### config.mk
export PLATFORM = sky130hd
export DESIGN_NAME = processor_stage1
export DESIGN_NICKNAME = d
export VERILOG_FILES = /design/src/rtl/processor_pkg.sv /design/src/rtl/processor_stage1.sv
export SDC_FILE = /design/constraint.sdc
export NUM_CORES = 1
export LEC_CHECK = 0
export ABC_AREA = 0
export BUFFER_PORTS_ARGS = -buffer_cell sky130_fd_sc_hd__buf_2
export CAP_MARGIN = 15
export CORE_MARGIN = 3
export CORE_UTILIZATION = 49
export CTS_CLUSTER_DIAMETER = 150
export DETAILED_ROUTE_END_ITERATION = 10
export GPL_TIMING_DRIVEN = 0
export PLACE_DENSITY = 0.81
export SETUP_SLACK_MARGIN = 0.02
export SLEW_MARGIN = 20
export SYNTH_ARGS = -nofsm -noshare
export SYNTH_HDL_FRONTEND = slang
export SYNTH_SLANG_ARGS = --single-unit
### constraint.sdc
create_clock -name clock -period 3.05 [get_ports clock]
set_input_delay 0.61 -clock clock [delete_from_list [all_inputs] [get_ports clock]]
set_output_delay 0.61 -clock clock [all_outputs]
set_load 0.01 [all_outputs]
### src/rtl/processor_pkg.sv
// rtl/processor_pkg.sv - shared processor widths and opcode constants
package processor_pkg;

    localparam int ADDR_W = 18;
    localparam int WORD_W = 18;

    // Opcode space shared by the pipeline; decoded downstream of fetch.
    typedef enum logic [3:0] {
        OP_REG_ADD_IMM8,
        OP_REG_ADD,
        OP_REG_SUB,
        OP_REG_AND,
        OP_REG_OR,
        OP_REG_XOR,
        OP_LOAD,
        OP_STORE,
        OP_JUMP,
        OP_JUMP_IF_ZERO,
        OP_CALL,
        OP_RETURN,
        OP_WAIT
    } opcode_t;

endpackage

### src/rtl/processor_stage1.sv
// rtl/processor_stage1.sv - instruction-fetch stage with pc, stall and jump redirect
//
// Purpose: owns the program counter, drives a 1-cycle-latency code memory and
// presents the fetched instruction with its address to the next stage.
// Ports:
//   clock, reset          single clock, asynchronous active-high reset
//   code_addr / code_data synchronous code memory address out / word in
//   waiting_global        global stall, freezes this stage
//   jump_enable/jump_addr taken control transfer from a later stage
//   no_operation          bubble flag for the outputs below
//   ip, ip_plus_one       address of code_word and its successor
//   code_word             fetched instruction, 0 during a bubble
//   fetch_count           count of issued instructions (debug)
module processor_stage1
    import processor_pkg::*;
#(
    parameter int                    ADDR_SIZE  = ADDR_W,
    parameter int                    WORD_SIZE  = WORD_W,
    parameter logic [ADDR_SIZE-1:0]  RESET_ADDR = '0
) (
    input  logic                 clock,
    input  logic                 reset,
    output logic [ADDR_SIZE-1:0] code_addr,
    input  logic [WORD_SIZE-1:0] code_data,
    input  logic                 waiting_global,
    input  logic                 jump_enable,
    input  logic [ADDR_SIZE-1:0] jump_addr,
    output logic                 no_operation,
    output logic [ADDR_SIZE-1:0] ip,
    output logic [ADDR_SIZE-1:0] ip_plus_one,
    output logic [WORD_SIZE-1:0] code_word,
    output logic [31:0]          fetch_count
);

    logic [ADDR_SIZE-1:0] pc;
    logic [ADDR_SIZE-1:0] ip_r;
    logic                 valid;

    // Memory address comes straight from the register; jump_addr only
    // reaches it through pc one edge later.
    assign code_addr    = pc;
    assign ip           = ip_r;
    assign ip_plus_one  = ip_r + ADDR_SIZE'(1);

    // A jump signalled this cycle squashes whatever is currently presented.
    assign no_operation = !valid || jump_enable;
    assign code_word    = no_operation ? '0 : code_data;

    always_ff @(posedge clock or posedge reset) begin
        if (reset) begin
            pc          <= RESET_ADDR;
            ip_r        <= '0;
            valid       <= 1'b0;
            fetch_count <= '0;
        end else if (jump_enable) begin
            // Redirect wins over stall; ip_r keeps the squashed address.
            pc    <= jump_addr;
            valid <= 1'b0;
        end else if (!waiting_global) begin
            ip_r  <= pc;
            pc    <= pc + ADDR_SIZE'(1);
            valid <= 1'b1;
            if (!no_operation) begin
                fetch_count <= fetch_count + 32'd1;
            end
        end
    end

endmodule

Word level (Yosys, flattened, before mapping)

Index checks and enable logic that the tools add are counted.
W data, S select, Z words.

Bits in registers: 69
Input bits: 40
Logic and storage cells: 20

Add/sub/neg operators: 3
Eq/ne operators: 1
Multiplexer cells: 5
Bitwise operators: 3
Reduce and logical (&&, ||, !) cells: 4

Operators with widths:

| cell                    | count |
|---|---|
| $mux W18                | 3 |
| $add A18 B1 Y18 const B | 2 |
| $add A32 B1 Y32 const B | 1 |
| $not A1 Y1              | 3 |
| $reduce_and A3 Y1       | 1 |
| $mux W1                 | 2 |
| $ne A2 B1 Y1 const B    | 1 |
| $reduce_and A2 Y1       | 1 |
| $logic_not A1 Y1        | 1 |
| $logic_or A1 B1 Y1      | 1 |

Longest topological paths before layout

Depth after elaboration: 4
Depth in mapped cells: 6
Depth with buffers taken out: 5

Worst setup path before layout

OpenSTA, ideal clock, no wires.

Path type: input -> register
Start point: input waiting_global
End point: register pc[17] (netlist: code_addr[17])
Setup time: 0.124 ns
Arrival time: 2.089 ns
Setup slack: 0.837 ns
Stages on the path: 6
Path buffers: 2
Path through: buf_2 nand3b_4 or4_1 buf_2 o31a_1 o31a_1

Longest elaborated chain between the ends: 1

Ends and longest elaborated chain:

| element                       | line                   | source |
|---|---|---|
| start: declaration            | processor_stage1.sv:25 | `input logic waiting_global,` |
| $ne A2 B1 Y1 (no source line) | -                      |  |
| end signal: assignment        | processor_stage1.sv:57 | `pc <= jump_addr;` |
| end signal: assignment        | processor_stage1.sv:61 | `pc <= pc + ADDR_SIZE'(1);` |
| end: declaration              | processor_stage1.sv:35 | `logic [ADDR_SIZE-1:0] pc;` |

Every way passes these cells.
A chain may end at the register's enable or synchronous reset.

Worst setup path in the final report

Start point: register ip_r[2] (netlist: ip[2])
End point: output ip_plus_one[15]

Longest elaborated chain between the ends: 1

Ends and longest elaborated chain:

| element                  | line                   | source |
|---|---|---|
| start: declaration       | processor_stage1.sv:36 | `logic [ADDR_SIZE-1:0] ip_r;` |
| start signal: assignment | processor_stage1.sv:60 | `ip_r <= pc;` |
| $add A18 B1 Y18          | processor_stage1.sv:43 | `assign ip_plus_one = ip_r + ADDR_SIZE'(1);` |
| end: declaration         | processor_stage1.sv:30 | `output logic [ADDR_SIZE-1:0] ip_plus_one,` |

Every way passes these cells.

==> impl_metrics.env <==
export IMPL_run_status="finished, final reports clean"
export IMPL_final_layout_size_suffix_gt1_share_pct=35.6
export IMPL_cp_top_family="simple AND/OR/NAND/NOR gates"
export IMPL_hpwlAfterDp_um=7000
export IMPL_worst_setup_path_type="flip-flop to output pin"
export IMPL_drt_pass_1_iters=4
export IMPL_worst_setup_hold_path_clk_slew_ps=70
export IMPL_hp_class="primary input to async pin"
export IMPL_detail_route_drc_violations=0
export IMPL_htree_num_levels=3
export IMPL_finalWorstPathRequiredPeriod_ps=2620
export IMPL_place_congestion=0.798
export IMPL_worst_slew_pin_transition_ps=780
export IMPL_leakage_nw=2.26
export IMPL_detail_route_wirelength_um=9190
export IMPL_fillers=588
export IMPL_setup_repair_after_global_routing_missed_its_margin="no"
export IMPL_cts_tree="built"
export IMPL_yosys_cell_types_count=33
export IMPL_worst_clock_skew_ps=10.3
export IMPL_wl_per_instance_um=15.1
export IMPL_place_port_buffers=143
export IMPL_setup_tns_final_ps=0
export IMPL_clk_insertion_delay_late_ps=340
export IMPL_finalNetCount=552
export IMPL_post_cts_resized_instances=0
export IMPL_place_detailed_instances=594
export IMPL_worst_ep_required_time_ps=2440
export IMPL_yosysSeqAreaShare_pct=48.1
export IMPL_route_vias_total=3209
export IMPL_area_growth_pct=28.8
export IMPL_synthCells=354
export IMPL_yosysWarnings=0
export IMPL_worstSetupStartpointType="flip-flop"
export IMPL_die_y_um=91.6
export IMPL_count_of_maximum_capacitance_violations=0
export IMPL_globalRouteOverflowTotal=0
export IMPL_crit_buf_inv=1
export IMPL_hold_buffers=0
export IMPL_ant_nets=0
export IMPL_max_vdd_ir_drop_mv=0.265
export IMPL_diodes=0
export IMPL_finish_cell_count_without_fillers=610
export IMPL_worst_setup_path_end_kind="output pin"
export IMPL_final_hold_violation_count=0
export IMPL_grt_start_max_net_pins=51
export IMPL_grt_first_pass_wirelength_um=15300
export IMPL_power_density_cell_area_mw_per_mm2=499
export IMPL_placeableCoreArea_mm2=0.00694
export IMPL_final_setup_viol_count=0
export IMPL_cts_sinks=69
export IMPL_synthesis_area_per_instance_um2=10.1
export IMPL_relSlewSlack_pct=47.8
export IMPL_initial_core_util_pct=51.7
export IMPL_floorplan_rows=30
export IMPL_first_global_vias=3212
export IMPL_drt_iter0_drc=132
export IMPL_grt_antenna_before_repair=0
export IMPL_finalMaxSlewViolations=0
export IMPL_critical_path_slowest_cell="sky130_fd_sc_hd__dfrtp_1"
export IMPL_critPathMaxFanout=7
export IMPL_synth_ff_latch_count=69
export IMPL_mappedNetlistArea_mm2=0.00359
export IMPL_cts_buffers=9
export IMPL_cts_max_path_buffers=2
export IMPL_timing_critical_path_slowest_cell_delay_ps=440
export IMPL_postSynthNetCount=397
export IMPL_ioPinCount=145
export IMPL_via_per_inst=5.26
export IMPL_timing_final_crit_share_pct=85.9
export IMPL_cts_post_setup_buffers_inserted=0
export IMPL_grt_usage_pct=22.7
export IMPL_clockRootBuffer="sky130_fd_sc_hd__clkbuf_8"
export IMPL_die_outline_width_um=91.6
export IMPL_timing_fmax_mhz=382
export IMPL_setup_reg_to_reg_worst_slack_ps=880
export IMPL_worstPathArrival_ps=2010
export IMPL_die_area_mm2=0.00839
export IMPL_timing_critical_path_cells="and4_1 > nand4_1 > nor3b_1 > xor2_1 > buf_2"
[report_power, final]
part,leakage (nW),internal (mW),total (mW),switching [mW]
Clock,0.0808,0.288,0.634,0.346
Combinational,1.29,0.249,0.525,0.276
Sequential,0.886,1.01,1.15,0.135
[flip-flops by register name, indices dropped and copies added (netlist names)]
register,flops
code_addr,18
fetch_count,32
ip,18
valid,1
[cells in the mapped netlist (all sizes together)]
cell	number	area, µm²
nand4	21	146
a22oi	1	7.51
nand2	39	146
ha	3	37.5
or3	1	6.26
mux2	15	169
nand3b	1	20.0
nor2b	2	12.5
xor2	18	158
xnor2	42	368
dfrtp	69	1730
and2	20	125
nand2b	3	18.8
and3	6	37.5
and3b	1	8.76
buf	4	18.8
o31a	4	35.0
or4	4	33.8
and4	6	52.6
nor2	11	41.3
o21ai	20	100
nor4	7	50.1
nor3b	1	7.51
nor3	12	60.1
mux2i	1	10.0
inv	10	37.5
nand4bb	1	11.3
nand3	21	105
clkbuf	10	37.5
[area by class of cell]
cell class                      count  area [µm²]  share of cell area [%]
Timing Repair Buffer              144         743                    16.1
Tap cell                           96         120                    2.60
Inverter                           10        40.0                   0.867
Clock buffer                        9         124                    2.68
Sequential cell                    69        1730                    37.4
Clock inverter                      7        42.5                   0.921
Buffer                             14        56.3                    1.22
Multi-Input combinational cell    261        1770                    38.3
[worst reg2reg max path: stages, from the launching register on]
cell	delay (ps)
sky130_fd_sc_hd__dfrtp_1	450
sky130_fd_sc_hd__nand4_1	150
sky130_fd_sc_hd__nor4_2	670
sky130_fd_sc_hd__clkbuf_1	400
sky130_fd_sc_hd__nand4_1	160
sky130_fd_sc_hd__xnor2_1	230
[path summary, 6_finish.rpt]
| path | startpoint | to | cells after the start |
|---|---|---|---|
| setup / recovery | ip[2]$_DFFE_PP0P_ | ip_plus_one[15] | 5 |
| hold / removal | reset | fetch_count[12]$_DFFE_PP0P_ | 2 |
| setup reg to reg | fetch_count[9]$_DFFE_PP0P_ | fetch_count[30]$_DFFE_PP0P_ | 5 |
| hold reg to reg | fetch_count[31]$_DFFE_PP0P_ | fetch_count[31]$_DFFE_PP0P_ | 1 |
| max in group asynchronous | reset | code_addr[13]$_DFFE_PP0P_ | 3 |
| min in group clock | fetch_count[31]$_DFFE_PP0P_ | fetch_count[31]$_DFFE_PP0P_ | 1 |
[per-layer routing]
metal	vias up	global-route usage, %	wire length (µm)
met3	14	3.89	518
met4	0	8.79	174
met2	114	39.7	4630
met1	1544	27.7	3870
met5	-	0	0
li1	1537	-	-
[cells in the final DEF, fill, tap and decap left out, types with 2 or more instances in the layout]
| cell type | n |
|---|---|
| sky130_fd_sc_hd__and2_1 | 20 |
| sky130_fd_sc_hd__and3_1 | 6 |
| sky130_fd_sc_hd__and4_1 | 6 |
| sky130_fd_sc_hd__buf_2 | 146 |
| sky130_fd_sc_hd__clkbuf_1 | 10 |
| sky130_fd_sc_hd__clkbuf_8 | 9 |
| sky130_fd_sc_hd__clkinv_2 | 4 |
| sky130_fd_sc_hd__clkinvlp_4 | 3 |
| sky130_fd_sc_hd__dfrtp_1 | 69 |
| sky130_fd_sc_hd__ha_1 | 3 |
| sky130_fd_sc_hd__inv_1 | 9 |
| sky130_fd_sc_hd__mux2_2 | 15 |
| sky130_fd_sc_hd__nand2_1 | 39 |
| sky130_fd_sc_hd__nand2b_1 | 3 |
| sky130_fd_sc_hd__nand3_1 | 21 |
| sky130_fd_sc_hd__nand4_1 | 20 |
| sky130_fd_sc_hd__nor2_1 | 11 |
| sky130_fd_sc_hd__nor2b_1 | 2 |
| sky130_fd_sc_hd__nor3_1 | 12 |
| sky130_fd_sc_hd__nor4_1 | 6 |
| sky130_fd_sc_hd__o21ai_0 | 20 |
| sky130_fd_sc_hd__o31a_1 | 4 |
| sky130_fd_sc_hd__or4_1 | 3 |
| sky130_fd_sc_hd__xnor2_1 | 42 |
| sky130_fd_sc_hd__xor2_1 | 18 |
[stage by stage]
| stage | hold slack (ps) | power, mW | area [µm²] | util (%) | setup WS, ps |
|---|---|---|---|---|---|
| 2_1_floorplan | 508 | 1.44 | 3590 | - | 700 |
| 3_3_place_gp | 456 | 1.67 | 4420 | 63.7 | -111 |
| 3_5_place_dp | 461 | 1.69 | 4450 | 64.1 | 694 |
| 4_1_cts | 215 | 2.33 | 4620 | 66.5 | 404 |
| 5_1_grt | 231 | 2.44 | 4620 | 66.5 | 289 |
| 6_report | 219 | 2.31 | 4620 | 66.5 | 429 |
[cells by family after synthesis]
kind of cell,after synthesis,synth area share (%)
xor gates and xnor gates,60,14.6
muxes,16,4.99
AOI/OAI and AO/OA,25,3.97
adders and majority gates,3,1.05
buffers and inverters,24,2.62
and+or+nand+nor,157,24.6
DFF,69,48.1
(Power assumes the default switching activity.)
